## config.mk

```make
export PLATFORM = sky130hd
export DESIGN_NAME = systolic_data_setup
export DESIGN_NICKNAME = d
export VERILOG_FILES = /design/src/rtl/vTPU_pkg.sv /design/src/rtl/skew_delay_line.sv /design/src/rtl/systolic_data_setup.sv
export SDC_FILE = /design/constraint.sdc
export NUM_CORES = 1
export LEC_CHECK = 0
export ABC_AREA = 1
export BUFFER_PORTS_ARGS = -buffer_cell sky130_fd_sc_hd__buf_2
export CORE_MARGIN = 1
export CORE_UTILIZATION = 55
export DETAILED_ROUTE_END_ITERATION = 7
export PLACE_DENSITY_LB_ADDON = 0.15
export SYNTH_ARGS = -nofsm -noshare
export SYNTH_HDL_FRONTEND = slang
export SYNTH_SLANG_ARGS = --single-unit
```

## constraint.sdc

```tcl
create_clock -name clk -period 3.6 [get_ports clk]
set_input_delay 0.36 -clock clk [delete_from_list [all_inputs] [get_ports clk]]
set_output_delay 0.36 -clock clk [all_outputs]
set_load 0.05 [all_outputs]
```

## src/rtl/vTPU_pkg.sv

```systemverilog
// Shared vTPU types: the sign-extended byte element and the input-skew FSM states.
package vTPU_pkg;

    localparam int unsigned BYTE_WIDTH          = 8;
    localparam int unsigned EXTENDED_BYTE_WIDTH = BYTE_WIDTH + 1;

    typedef logic [EXTENDED_BYTE_WIDTH-1:0] EXTENDED_BYTE_TYPE;

    typedef enum logic [1:0] {
        IDLE   = 2'd0,
        STREAM = 2'd1,
        DRAIN  = 2'd2
    } SETUP_STATE_TYPE;

endpackage

```

## src/rtl/skew_delay_line.sv

```systemverilog
// Per-row delay line of DEPTH stages carrying element data and a valid flag.
module skew_delay_line
    import vTPU_pkg::*;
#(
    parameter int unsigned DEPTH = 1
) (
    input  logic              clk,
    input  logic              reset,
    input  logic              i_enable,
    input  logic              i_valid,
    input  EXTENDED_BYTE_TYPE i_data,
    output EXTENDED_BYTE_TYPE o_data,
    output logic              o_valid
);

    EXTENDED_BYTE_TYPE r_data  [DEPTH];
    logic              r_valid [DEPTH];

    // Bubbles enter as zero data with valid low so the wavefront keeps its alignment.
    always_ff @(posedge clk) begin
        if (reset) begin
            for (int i = 0; i < int'(DEPTH); i++) begin
                r_data[i]  <= '0;
                r_valid[i] <= 1'b0;
            end
        end else if (i_enable) begin
            r_valid[0] <= i_valid;
            r_data[0]  <= i_valid ? i_data : '0;
            for (int i = 1; i < int'(DEPTH); i++) begin
                r_valid[i] <= r_valid[i-1];
                r_data[i]  <= r_data[i-1];
            end
        end
    end

    assign o_valid = r_valid[DEPTH-1];
    assign o_data  = r_valid[DEPTH-1] ? r_data[DEPTH-1] : '0;

endmodule

```

## src/rtl/systolic_data_setup.sv

```systemverilog
// Input skew stage for the MACC array: row r sees each accepted vector r enabled cycles later.
module systolic_data_setup
    import vTPU_pkg::*;
#(
    parameter int unsigned MATRIX_WIDTH = 4
) (
    input  logic                                 clk,
    input  logic                                 reset,
    input  logic                                 enable,
    input  logic                                 in_valid,
    input  logic                                 in_last,
    input  EXTENDED_BYTE_TYPE [MATRIX_WIDTH-1:0] in_data,
    output logic                                 in_ready,
    output EXTENDED_BYTE_TYPE [MATRIX_WIDTH-1:0] out_data,
    output logic              [MATRIX_WIDTH-1:0] out_valid,
    output logic                                 busy,
    output logic                                 done
);

    localparam int unsigned CNT_W    = $clog2(MATRIX_WIDTH) + 1;
    localparam int unsigned LAST_CNT = (MATRIX_WIDTH > 1) ? MATRIX_WIDTH - 2 : 0;

    SETUP_STATE_TYPE  r_state;
    SETUP_STATE_TYPE  w_state_next;
    logic [CNT_W-1:0] r_drain_cnt;
    logic [CNT_W-1:0] w_drain_cnt_next;
    logic             r_done;
    logic             w_done_set;
    logic             w_accept;

    // State register; everything holds while the array is stalled.
    always_ff @(posedge clk) begin
        if (reset) begin
            r_state     <= IDLE;
            r_drain_cnt <= '0;
        end else if (enable) begin
            r_state     <= w_state_next;
            r_drain_cnt <= w_drain_cnt_next;
        end
    end

    // Next state: drain lasts MATRIX_WIDTH-1 enabled edges after the last accept.
    always_comb begin
        w_state_next     = r_state;
        w_drain_cnt_next = r_drain_cnt;
        w_done_set       = 1'b0;
        unique case (r_state)
            IDLE, STREAM: begin
                if (w_accept) begin
                    w_drain_cnt_next = '0;
                    if (in_last) begin
                        if (MATRIX_WIDTH == 1) begin
                            w_state_next = IDLE;
                            w_done_set   = 1'b1;
                        end else begin
                            w_state_next = DRAIN;
                        end
                    end else begin
                        w_state_next = STREAM;
                    end
                end
            end
            DRAIN: begin
                if (r_drain_cnt == CNT_W'(LAST_CNT)) begin
                    w_state_next     = IDLE;
                    w_drain_cnt_next = '0;
                    w_done_set       = 1'b1;
                end else begin
                    w_drain_cnt_next = r_drain_cnt + CNT_W'(1);
                end
            end
            default: begin
                w_state_next     = IDLE;
                w_drain_cnt_next = '0;
            end
        endcase
    end

    // Outputs decoded from state; ready never looks at in_valid.
    always_comb begin
        in_ready = enable && (r_state != DRAIN);
        busy     = (r_state != IDLE);
        w_accept = in_valid && in_ready;
    end

    // done rises with the last element on the final row and holds through a stall.
    always_ff @(posedge clk) begin
        if (reset) begin
            r_done <= 1'b0;
        end else if (enable) begin
            r_done <= w_done_set;
        end
    end

    assign done = r_done;

    for (genvar r = 0; r < int'(MATRIX_WIDTH); r++) begin : g_row
        skew_delay_line #(
            .DEPTH(r + 1)
        ) u_skew (
            .clk     (clk),
            .reset   (reset),
            .i_enable(enable),
            .i_valid (w_accept),
            .i_data  (in_data[r]),
            .o_data  (out_data[r]),
            .o_valid (out_valid[r])
        );
    end

endmodule

```

==> impl_metrics.csv <==
group,metric,value,unit
outcome,status,"completed",
cts,numCtsBuffers,9,
finish,postLayoutCellArea,5000,µm²
routing,drc_errors,0,
routing,wl,6470,µm
routing,dr.pass1.iters,4,
finish,final_common_cell,"inv_1",
pwr,ir_drop,0.000248,V
finish,multi_input_area,723,µm²
logic_synthesis,yosysWarningCount,0,
timing,drv_slew,0,
routing,via_count,2671,
logic_synthesis,netlist_top_cells_area,"edfxtp_1 66%, inv_1 12%, nor2_1 7.4%",
die,die_height,90.8,µm
critical_path,cp_max_fo,38,
finish,nFillCells,625,
critical_path,worst_ep_arrival_time,2000,ps
die,initial_core_util,56.4,%
cts,htreeDepth,3,
logic_synthesis,avgSynthCellArea,10.2,µm²
place,hpwlAfterDp,4160,µm
routing,drt_iter0_drc,131,
pwr,power_density,480,nW/µm²
routing,wl_per_cell,10.6,µm
die,io_pins,84,
cts,post_cts_resized,0,
cts,cts_setup_buffers,0,
logic_synthesis,syn_area,4340,µm²
die,num_rows,32,
cts,clock_sink_count,101,
finish,most-common-layout-cells,"134 x inv_1, 95 x edfxtp_1, 85 x nor2_1, 83 x buf_2, 53 x nand2_1",
logic_synthesis,syn-num-nets,468,
grt,grt_first_pass_wirelength,10700,µm
grt,grt_max_degree,70,
cts,clkLatencyLatePin,350,ps
place,pre_cts_ws,1610,ps
timing,fin_ws,1770,ps
timing,period_share,50.8,%
hold_path,hold_path_depth,2,
place,dp_cells,596,
timing,fmax,0.546,GHz
place,placed_cell_area,4770,µm²
routing,via_per_inst,4.36,
critical_path,critPathLaunchType,"register",
timing,hold_violations,0,
pwr,cellLeakagePower,2.59,nW
cts,cts_tree,"yes",
grt,track_usage,16.8,%
grt,antenna_found_initial,0,
finish,ff_latch_area,2970,µm²
cts,cts_max_path_buffers,2,
timing,slew_headroom,34.9,%
finish,layout.cells.non_filler,612,
logic_synthesis,synth_top_cell_area_share,65.7,%
timing,fin_setup_tns,0,ps
hold_path,hp-class,"input port to register",
grt,grt_pass1_vias,2487,
critical_path,required,3770,ps
cts,clk_pin_slew,90,ps
finish,fin_util,65.1,%
finish,area_delta_synth_final,15.3,%
cts,postCtsHoldBufs,0,
finish,drive_gt1_share,24.3,%
logic_synthesis,synth_largest_area_cell,"edfxtp_1",
logic_synthesis,synthCells,427,
cts,cts_root_buf,"clkbuf_8",
timing,min_period,1830,ps
run,drv_cap,0,
timing,clock_skew,7.56,ps
critical_path,critical_path_class,"register to register",
critical_path,crit_path_end_kind,"register",
place,port_buffers,83,
logic_synthesis,synth_seq_area_share,68.5,%
logic_synthesis,synth-seq-cells,101,
finish,num-nets-final,546,
pwr,p_total,2.40,mW
timing,finalSetupViolations,0,
grt,grt_overflow_total,0,
timing,hold_slack,253,ps
die,core_area,7690,µm²
die,dieArea,8250,µm²
logic_synthesis,ys_types,18,
timing,worstMarginPinSlew,975,ps
routing,drtAntennaViolNets,0,
die,chipWidth,90.8,µm
timing,rsz0062_at_grt,"false",
place,place.gp.congestion,0.876,
critical_path,reg2reg_depth,4,
finish,diodes,0,
[layout make-up]
class	count	share of cell area, %
clock buffer	11	2.63
clock inverter	5	1.98
inverter	138	10.4
multi-input combinational	170	14.5
sequential	101	59.4
tap	102	2.55
timing repair buffer	85	8.60
[critical path, stage by stage (launching register included)]
cell	delay, ps
dfxtp_1	390
inv_2	50
nand2_1	110
nand3_2	750
nor2_1	340
[path summary, 6_finish.rpt]
kind	startpoint	endpoint	slack (ps)
min	reset	r_state[0]	250
min reg2reg	done	done	490
max	r_state[0]	g_row[1].u_skew.r_data[0][6]	1770
max reg2reg	r_state[0]	g_row[1].u_skew.r_data[0][6]	1770
[cell families after synthesis]
group / after synthesis / share of synthesized area (%)
buf+inv: 156 / 15.0
flops: 101 / 68.5
simple gates: 164 / 15.7
compound gates: 6 / 0.750
[state kept, by name, indices dropped and copies added, names as in the netlist]
register and count:
g_row.u_skew.r_data 90, r_state 2, done 1, r_drain_cnt 3, g_row.u_skew.r_valid 5
[Yosys cell counts (all sizes together)]
master  number
nand4        1
nor2       105
inv        138
dfxtp        6
buf         14
nand2       54
nand3        4
o31ai        1
a21oi        3
edfxtp      95
o21ai        2
clkbuf       4
[where the power goes]
group,internal (mW),switching (mW)
clock,0.459,0.360
sequential,1.35,0.0266
combinational,0.0533,0.147
total,1.87,0.533
[per-layer routing]
layer | share of wire [%] | routed length (µm) | global-route usage (%)
met5 | 0 | 0 | 0
met4 | 2.1 | 139 | 8.99
met3 | 3.7 | 238 | 3.20
met2 | 50 | 3260 | 29.3
met1 | 44 | 2830 | 19.8
Note: power is estimated with default switching activity, not from simulation.
